[config.mk]
export PLATFORM = sky130hd
export DESIGN_NAME = count_cycle_tagger
export DESIGN_NICKNAME = d
export VERILOG_FILES = /design/src/rtl/count_cycle_pkg.sv /design/src/rtl/count_tag_fifo.sv /design/src/rtl/count_cycle_tagger.sv
export SDC_FILE = /design/constraint.sdc
export NUM_CORES = 1
export LEC_CHECK = 0
export ABC_CLOCK_PERIOD_IN_PS = 5850
export BUFFER_PORTS_ARGS = -buffer_cell sky130_fd_sc_hd__buf_4
export CAP_MARGIN = 25
export CORE_ASPECT_RATIO = 1.75
export CORE_MARGIN = 5
export CORE_UTILIZATION = 55
export CTS_CLUSTER_SIZE = 10
export DETAILED_ROUTE_END_ITERATION = 7
export GPL_TIMING_DRIVEN = 1
export PLACE_DENSITY = 0.73
export SLEW_MARGIN = 20
export SYNTH_ARGS = -nofsm -noshare
export SYNTH_HDL_FRONTEND = slang
export SYNTH_SLANG_ARGS = --single-unit
export TNS_END_PERCENT = 10
[constraint.sdc]
create_clock -name clk -period 5.85 [get_ports clk]
set_input_delay 0.2925 -clock clk [delete_from_list [all_inputs] [get_ports clk]]
set_output_delay 0.2925 -clock clk [all_outputs]
set_load 0.01 [all_outputs]
[src/rtl/count_cycle_pkg.sv]
// Shared encodings and pipeline constants for the count/cycle tagger.
package count_cycle_pkg;

  typedef enum logic {
    MODE_DOWN = 1'b0,
    MODE_UP   = 1'b1
  } cnt_mode_e;

  localparam int PIPE_LAT  = 2;
  localparam int AF_MARGIN = 3;

endpackage

[src/rtl/count_tag_fifo.sv]
// Output FIFO for tagged beats; almost_full leaves room for the beats still in the input pipeline.
module count_tag_fifo
  import count_cycle_pkg::*;
#(
  parameter int WIDTH      = 49,
  parameter int ADDR_WIDTH = 3
) (
  input  logic             clk,
  input  logic             async_reset_n,
  input  logic             i_wr_en,
  input  logic [WIDTH-1:0] i_wr_data,
  input  logic             i_rd_en,
  output logic [WIDTH-1:0] o_rd_data,
  output logic             o_empty,
  output logic             o_almost_full
);

  localparam int DEPTH = 1 << ADDR_WIDTH;
  localparam logic [ADDR_WIDTH:0] AF_LEVEL = (ADDR_WIDTH + 1)'(DEPTH - AF_MARGIN);

  logic [WIDTH-1:0]    r_mem [DEPTH];
  logic [ADDR_WIDTH:0] r_wr_ptr;
  logic [ADDR_WIDTH:0] r_rd_ptr;
  logic [ADDR_WIDTH:0] w_level;

  assign w_level       = r_wr_ptr - r_rd_ptr;
  assign o_empty       = (w_level == '0);
  assign o_almost_full = (w_level >= AF_LEVEL);
  assign o_rd_data     = r_mem[r_rd_ptr[ADDR_WIDTH-1:0]];

  always_ff @(posedge clk or negedge async_reset_n) begin
    if (!async_reset_n) begin
      r_wr_ptr <= '0;
      r_rd_ptr <= '0;
    end else begin
      if (i_wr_en) r_wr_ptr <= r_wr_ptr + 1'b1;
      if (i_rd_en && !o_empty) r_rd_ptr <= r_rd_ptr + 1'b1;
    end
  end

  always_ff @(posedge clk) begin
    if (i_wr_en) r_mem[r_wr_ptr[ADDR_WIDTH-1:0]] <= i_wr_data;
  end

endmodule

[src/rtl/count_cycle_tagger.sv]
// Tags each accepted stream beat with a frame-relative up/down count and a last flag,
// then buffers it through a short register pipeline into an output FIFO.
module count_cycle_tagger
  import count_cycle_pkg::*;
#(
  parameter int DATA_WIDTH      = 32,
  parameter int CNT_WIDTH       = 16,
  parameter int FIFO_ADDR_WIDTH = 3
) (
  input  logic                  clk,
  input  logic                  async_reset_n,
  input  logic                  s_axis_tvalid,
  input  logic [DATA_WIDTH-1:0] s_axis_tdata,
  output logic                  s_axis_tready,
  input  logic [CNT_WIDTH-1:0]  cnt_limit,
  input  logic                  cnt_mode,
  input  logic                  frame_restart,
  output logic                  m_axis_tvalid,
  output logic [DATA_WIDTH-1:0] m_axis_tdata,
  input  logic                  m_axis_tready,
  output logic                  m_axis_tlast,
  output logic [CNT_WIDTH-1:0]  m_axis_count,
  output logic [15:0]           frame_num
);

  localparam int TAG_W = DATA_WIDTH + CNT_WIDTH + 1;

  logic                 w_take;
  logic                 w_first;
  logic                 w_final;
  logic                 w_af;
  logic                 w_empty;
  logic                 w_rd_last;
  logic [CNT_WIDTH-1:0] w_count;
  logic [CNT_WIDTH-1:0] w_limit;
  cnt_mode_e            w_mode;
  logic [TAG_W-1:0]     w_rd_data;

  logic                 r_first;
  logic [CNT_WIDTH-1:0] r_cnt;
  logic [CNT_WIDTH-1:0] r_limit;
  cnt_mode_e            r_mode;
  logic [15:0]          r_frame_num;
  logic [PIPE_LAT-1:0]  r_pv;
  logic [TAG_W-1:0]     r_pd [PIPE_LAT];

  assign s_axis_tready = async_reset_n & ~w_af;
  assign w_take        = s_axis_tvalid & s_axis_tready;
  assign w_first       = r_first | frame_restart;

  // A first beat uses the live limit/mode, which are latched with it; later beats use the latched copy.
  always_comb begin
    w_limit = r_limit;
    w_mode  = r_mode;
    w_count = r_cnt;
    if (w_first) begin
      w_limit = cnt_limit;
      w_mode  = cnt_mode_e'(cnt_mode);
      w_count = (w_mode == MODE_UP) ? '0 : cnt_limit;
    end else if (r_mode == MODE_UP) begin
      w_count = r_cnt + 1'b1;
    end else begin
      w_count = r_cnt - 1'b1;
    end
    w_final = (w_mode == MODE_UP) ? (w_count == w_limit) : (w_count == '0);
  end

  always_ff @(posedge clk or negedge async_reset_n) begin
    if (!async_reset_n) begin
      r_first     <= 1'b1;
      r_cnt       <= '0;
      r_limit     <= '0;
      r_mode      <= MODE_DOWN;
      r_frame_num <= '0;
    end else if (w_take) begin
      r_cnt   <= w_count;
      r_limit <= w_limit;
      r_mode  <= w_mode;
      r_first <= w_final;
      if (w_final) r_frame_num <= r_frame_num + 1'b1;
    end else if (frame_restart) begin
      r_first <= 1'b1;
    end
  end

  always_ff @(posedge clk or negedge async_reset_n) begin
    if (!async_reset_n) r_pv <= '0;
    else                r_pv <= {r_pv[PIPE_LAT-2:0], w_take};
  end

  always_ff @(posedge clk) begin
    r_pd[0] <= {w_final, w_count, s_axis_tdata};
    for (int i = 1; i < PIPE_LAT; i++) r_pd[i] <= r_pd[i-1];
  end

  count_tag_fifo #(
    .WIDTH      (TAG_W),
    .ADDR_WIDTH (FIFO_ADDR_WIDTH)
  ) u_fifo (
    .clk           (clk),
    .async_reset_n (async_reset_n),
    .i_wr_en       (r_pv[PIPE_LAT-1]),
    .i_wr_data     (r_pd[PIPE_LAT-1]),
    .i_rd_en       (m_axis_tready),
    .o_rd_data     (w_rd_data),
    .o_empty       (w_empty),
    .o_almost_full (w_af)
  );

  assign {w_rd_last, m_axis_count, m_axis_tdata} = w_rd_data;
  assign m_axis_tvalid = ~w_empty;
  assign m_axis_tlast  = w_rd_last & m_axis_tvalid;
  assign frame_num     = r_frame_num;

endmodule

Yosys cells after proc, flatten, opt, wreduce, memory -nomap -nowiden:

Memories as Yosys holds them, arrays and structs flattened.
Index checks and enable logic that the tools add are counted.

* memories kept: 2
* bits in writable memories: 490
* logic and storage cells: 40
* output and inout bits: 67
* input bits: 54
* register bits after elaboration: 60

Memories
* u_fifo.r_mem: words 8, width 49, read ports 1, clocked after Yosys merged registers in 0, write ports 1, RTL line count_tag_fifo.sv:21 `logic [WIDTH-1:0] r_mem [DEPTH];`
* r_pd: words 2, width 49, read ports 2, clocked after Yosys merged registers in 0, write ports 2, RTL line count_cycle_tagger.sv:45 `logic [TAG_W-1:0] r_pd [PIPE_LAT];`

* bitwise gates (word level): 6
* mux-type cells: 10
* add/sub/neg operators: 6
* reduce and logical (&&, ||, !) cells: 6
* equal/unequal tests: 1
* $lt $le $gt $ge: 1

Operator list (number)
* $mux 16: 4
* $add 16x1->16 const B: 2
* $eq 16x16->1: 1
* $logic_not 16->1: 1
* $sub 16x1->16 const B: 1
* $add 4x1->4 const B: 2
* $mux 1: 6
* $ge 4x3->1 const B: 1
* $logic_not 4->1: 1
* $sub 4x4->4: 1
* $and 1x1->1: 3
* $not 1->1: 2
* $reduce_and 2->1: 1
* $reduce_bool 2->1: 1
* $logic_and 1x1->1: 1
* $logic_not 1->1: 1
* $or 1x1->1: 1

Depth between registers and ports, before layout:

* word-level depth: 6
* depth in mapped cells: 14
* depth with buffers taken out: 12

Hierarchy:

Synthesis repeated with hierarchy kept, for this count alone.

* cells, all modules: 1298
* area, all modules: 21421.8 um^2

Modules (own cells, without submodules)
* count_tag_fifo: cells each 726, seq. area each 11971.5 um^2, area an instance 15248.4 um^2, instances 1
* count_cycle_tagger: cells each 572, seq. area each 3264.4 um^2, area an instance 6173.4 um^2, instances 1

Least setup slack after synthesis:

OpenSTA, ideal clock, no wires.

* kind: reg2reg
* start point: reg u_fifo.r_wr_ptr[0]
* end point: mem u_fifo.r_mem[0][0], enable pin
* buffers on the path: 0
* stages on the path, launching flop included: 4
* slack: 1.424 ns
* required time: 5.334 ns
* period minus slack after synthesis: 4.426 ns
* setup time: 0.516 ns
* data arrival time: 3.910 ns
* path through: dfrtp_1 inv_1 nand2_1 nor3_1

RTL lines
* start, declared: RTL line count_tag_fifo.sv:22 `logic [ADDR_WIDTH:0] r_wr_ptr;`
* start signal, assigned: RTL line count_tag_fifo.sv:36 `if (i_wr_en) r_wr_ptr <= r_wr_ptr + 1'b1;`
* end, declared: RTL line count_tag_fifo.sv:21

No word-level cell before the write port.

Final worst setup path:

* start point: reg r_mode
* end point: reg r_frame_num[1] (netlist: frame_num[1])

* longest elaborated chain between the ends: 5
* elaborated cells between the ends (all ways): 7
* classes of those cells: eq/ne: 1; mux: 4; reduce/logical: 2

RTL lines
* start, declared: RTL line count_cycle_tagger.sv:42 `cnt_mode_e r_mode;`
* start signal, assigned: RTL line count_cycle_tagger.sv:78 `r_mode <= w_mode;`
* $mux 16: RTL line count_cycle_tagger.sv:60 `end else if (r_mode == MODE_UP) begin`
* $mux 16: RTL line count_cycle_tagger.sv:56 `if (w_first) begin`
* $eq 16x16->1 or $logic_not 16->1 (tied branches): RTL line count_cycle_tagger.sv:65 `w_final = (w_mode == MODE_UP) ? (w_count == w_limit) : (w_count == '0);`
* $mux 1 (*): RTL line count_cycle_tagger.sv:65
* $reduce_and 2->1 (no source line) (*)
* end signal, assigned: RTL line count_cycle_tagger.sv:80 `if (w_final) r_frame_num <= r_frame_num + 1'b1;`
* end, declared: RTL line count_cycle_tagger.sv:43 `logic [15:0] r_frame_num;`

Every way passes the cells marked *; elsewhere a longest branch is shown, timed or not.
A chain may end at the register's enable or synchronous reset.

==> results.yml <==
die:
  die_w_um: 159
  coreArea_mm2: 0.0384
  rows: 95
  ios: 121
  die-height_um: 270
  start_util: 0.554
  dieArea_mm2: 0.0429
run_status:
  status: "finished clean"
cts:
  clock_latency_ps: 580
  ctsResizeCount: 0
  path_clk_slew_ps: 60
  clk_path_buf_depth: 3
  cts_root_buf: "clkbuf_16"
  cts_buffers: 61
  htreeDepth: 2
  cts_tree: "yes"
  clkSinkCount: 550
routing:
  wl_met3_um: 2130
  finalWirelength_um: 45300
  met1_length_um: 16500
  wl_per_cell_um: 22.5
  drtPass1Iterations: 5
  top_layer: "met4"
  dr.first_iter.drc_count: 673
  drc: 0
  detail-route-antenna-nets: 0
  vias_per_cell: 5.80
  route.met2.wl_um: 25200
  dr_total_vias: 11680
grt:
  grt-ovfl-total: 0
  track_usage: 0.216
  grt_max_degree: 63
  grt_pass1_vias: 12396
  grt_antenna_before_repair: 0
  grt_pass1_wl_um: 70500
critical_path:
  crit_type: "reg -> reg"
  r2r_start: "r_mode"
  crit_chain: "inv_1 -> ha_1 -> a21oi_4 -> nand2_1 -> o21ai_0 -> mux2_2 -> nor4b_1 -> a31o_2 -> or4b_1 -> and2_1 -> mux2_1"
  startpoint: "r_mode"
  cp-start-kind: "flip-flop"
  cp_slowest_cell: "or4b_1"
  worstPathRequired_ps: 6300
  cpLargestDelayFamily: "simple AND/OR/NAND/NOR gates"
  r2r-end: "frame_num[1]"
  end_kind: "flip-flop"
  worstPathArrival_ps: 5190
  worstPathMaxFanout: 15
  critical_path_buf_inv_count: 1
  crit_cells: 11
  crit_path_end: "frame_num[1]"
  ff2ff_setup_slack_ps: 1120
  r2r_cells: 11
  max_stage_delay_ps: 770
logic_synthesis:
  syn_area_mm2: 0.0213
  synth_nets: 1358
  ys_seq_area_frac: 0.716
  async_flop_share: 0.109
  ys_warn_count: 0
  synth-edff-count: 392
  synthCells: 1282
  synth_top_area_share: 0.553
  yosys_most_used_dff: "edfxtp_1"
  synth.avg_cell_area_um2: 16.6
  synth_cell_types: 77
  synth_top_area_cell: "edfxtp_1"
  synthTopCellsByArea: "edfxtp_1, mux4_2, dfxtp_1"
  synth-seq-cells: 550
cells_and_area:
  ff_latch_area_mm2: 0.0152
  fillCellCount: 2621
  antennaDiodeCount: 0
  area_growth_pct: 17.7
  multiInputGateArea_mm2: 0.00579
  nNetsFinal: 1553
  fin_area_mm2: 0.0250
  drive_gt1_frac: 0.236
  finalNonFillerCells: 2015
placed_design:
  placed_cells: 1850
  placed_area_mm2: 0.0228
  gp_congestion: 0.937
  place_ws_ps: 1180
  place_hpwl_um: 26900
  port_buffers: 120
timing:
  clock.fmax_ghz: 0.211
  layout_setup_ws_ps: 1120
  period_needed_ps: 4730
  rsz0062_at_grt: "false"
  fin_skew_ps: 11.1
  fin_tns_setup_ps: 0
  hold_viol: 0
  fin_crit_sh: 0.809
  setup_viol: 0
  slew_violations: 0
  worstMarginPinSlew_ps: 1010
  slew_headroom: 0.325
power_and_ir_drop:
  clock_power_share: 0.269
  power_mw: 12.7
  pwr_density_cell_mw_per_mm2: 506
  cellLeakagePower_nw: 9.24
  pwr-share-comb: 0.346
  vdd_drop_max_v: 0.000385
  switchingPower_mw: 4.16
  swShare: 0.328
  internal-power_mw: 8.52
  seq_power_share: 0.385
min_path:
  hold_path.class: "in -> async"
run:
  cap_violations: 0
-- repair_timing --
item | CTS | global route
hold buffers | 49 | 0
setup endpoints to repair | 0 | 0
buffers inserted | 0 | 0
hold endpoints to repair | 69 | 0
-- worst register-to-register path, stage by stage (launching register included) --
cell and delay (ps):
dfrtp_1 450, inv_1 450, ha_1 510, a21oi_4 300, nand2_1 120, o21ai_0 480
mux2_2 400, nor4b_1 310, a31o_2 210, or4b_1 770, and2_1 300, mux2_1 320
-- cell type report --
| cell class | count | area share |
|---|---|---|
| clock buffer | 112 | 0.0699 |
| clock inverter | 4 | 0.00190 |
| inverter | 18 | 0.00270 |
| multi-input combinational | 658 | 0.231 |
| sequential | 550 | 0.609 |
| tap | 485 | 0.0242 |
| timing repair buffer | 188 | 0.0613 |
-- synth_stat cells, types with 9 or more instances --
master / instances
edfxtp_1: 392
nand2_1: 191
dfxtp_1: 98
mux4_2: 98
dfrtp_1: 59
clkbuf_1: 36
a21oi_1: 35
mux2_2: 29
o21ai_0: 28
nor2_1: 27
xor2_1: 27
nand3_1: 26
ha_1: 20
nor3_1: 17
inv_1: 16
and3_1: 11
buf_1: 11
xnor2_1: 10
nor4_1: 9
-- cells in the final DEF (no fill, tap or decap), types with 4 or more instances in the layout --
cell,instances
ha_1,20
clkbuf_1,49
edfxtp_1,392
and2_1,6
and3_1,11
nand2_1,191
a21o_1,7
nor3_1,15
dfrtp_1,56
mux2_2,29
clkbuf_16,62
buf_4,139
nand4_1,8
or3_1,7
dlygate4sd3_1,49
xor2_1,27
nor4_1,9
dfxtp_1,98
o21a_1,5
mux4_2,98
inv_1,16
a21boi_0,5
o31ai_1,5
mux2i_1,6
nand2b_1,5
nand3_1,26
xnor2_1,10
a21oi_1,35
o211ai_1,6
nand4b_1,4
nor2_4,6
nor2_1,21
o21ai_0,28
-- worst min-delay path by stage --
stage	end	slack, ps	depth (start not counted)
3_3_place_gp	r_limit[2]	210	1
6_report	r_limit[3]	150	2
5_1_grt	r_limit[3]	150	2
4_1_cts	r_limit[3]	130	2
2_1_floorplan	frame_num[0]	-3	0
3_5_place_dp	r_limit[2]	210	1
-- power by group through the flow --
| stage | combinational [mW] | clock [mW] | sequential, mW |
|---|---|---|---|
| after floorplan | 3.10 | 0 | 4.76 |
| after global routing | 4.78 | 3.66 | 4.93 |
| after detailed placement | 4.37 | 0 | 4.96 |
| after global placement | 4.33 | 0 | 4.94 |
| final | 4.39 | 3.40 | 4.88 |
| after CTS | 4.42 | 3.48 | 4.88 |
-- per-stage QoR --
step                       util  hold WS, ps
after floorplan               -        -3.09
after global placement    0.593          210
after detailed placement  0.593          214
after CTS                 0.652          132
after global routing      0.652          153
final                     0.652          145
-- cells by family (layout without fill, tap and decap cells) --
kind of cell | count (synthesis) | count (layout) | share of synthesized area
DFF | 550 | 550 | 0.716
xor gates and xnor gates | 41 | 41 | 0.0195
and+or+nand+nor | 325 | 325 | 0.0686
AOI/OAI and AO/OA | 136 | 136 | 0.0452
buffers and inverters | 74 | 322 | 0.0144
adders and majority gates | 22 | 22 | 0.0136
muxes | 134 | 134 | 0.122
-- state kept, by name, summed over array words and instances (netlist names) --
| signal | count |
|---|---|
| r_pd | 98 |
| u_fifo.r_rd_ptr | 4 |
| r_limit | 16 |
| frame_num | 16 |
| r_pv | 2 |
| r_first | 1 |
| u_fifo.r_mem | 392 |
| r_cnt | 16 |
| r_mode | 1 |
| u_fifo.r_wr_ptr | 4 |
-- per-layer routing --
layer  global-route usage  vias up
li1                     -     5321
met3               0.0274       84
met4               0.0793        0
met1                0.258     5890
met2                0.393      385
met5                    0        -
Note: power is estimated with default switching activity, not from simulation.
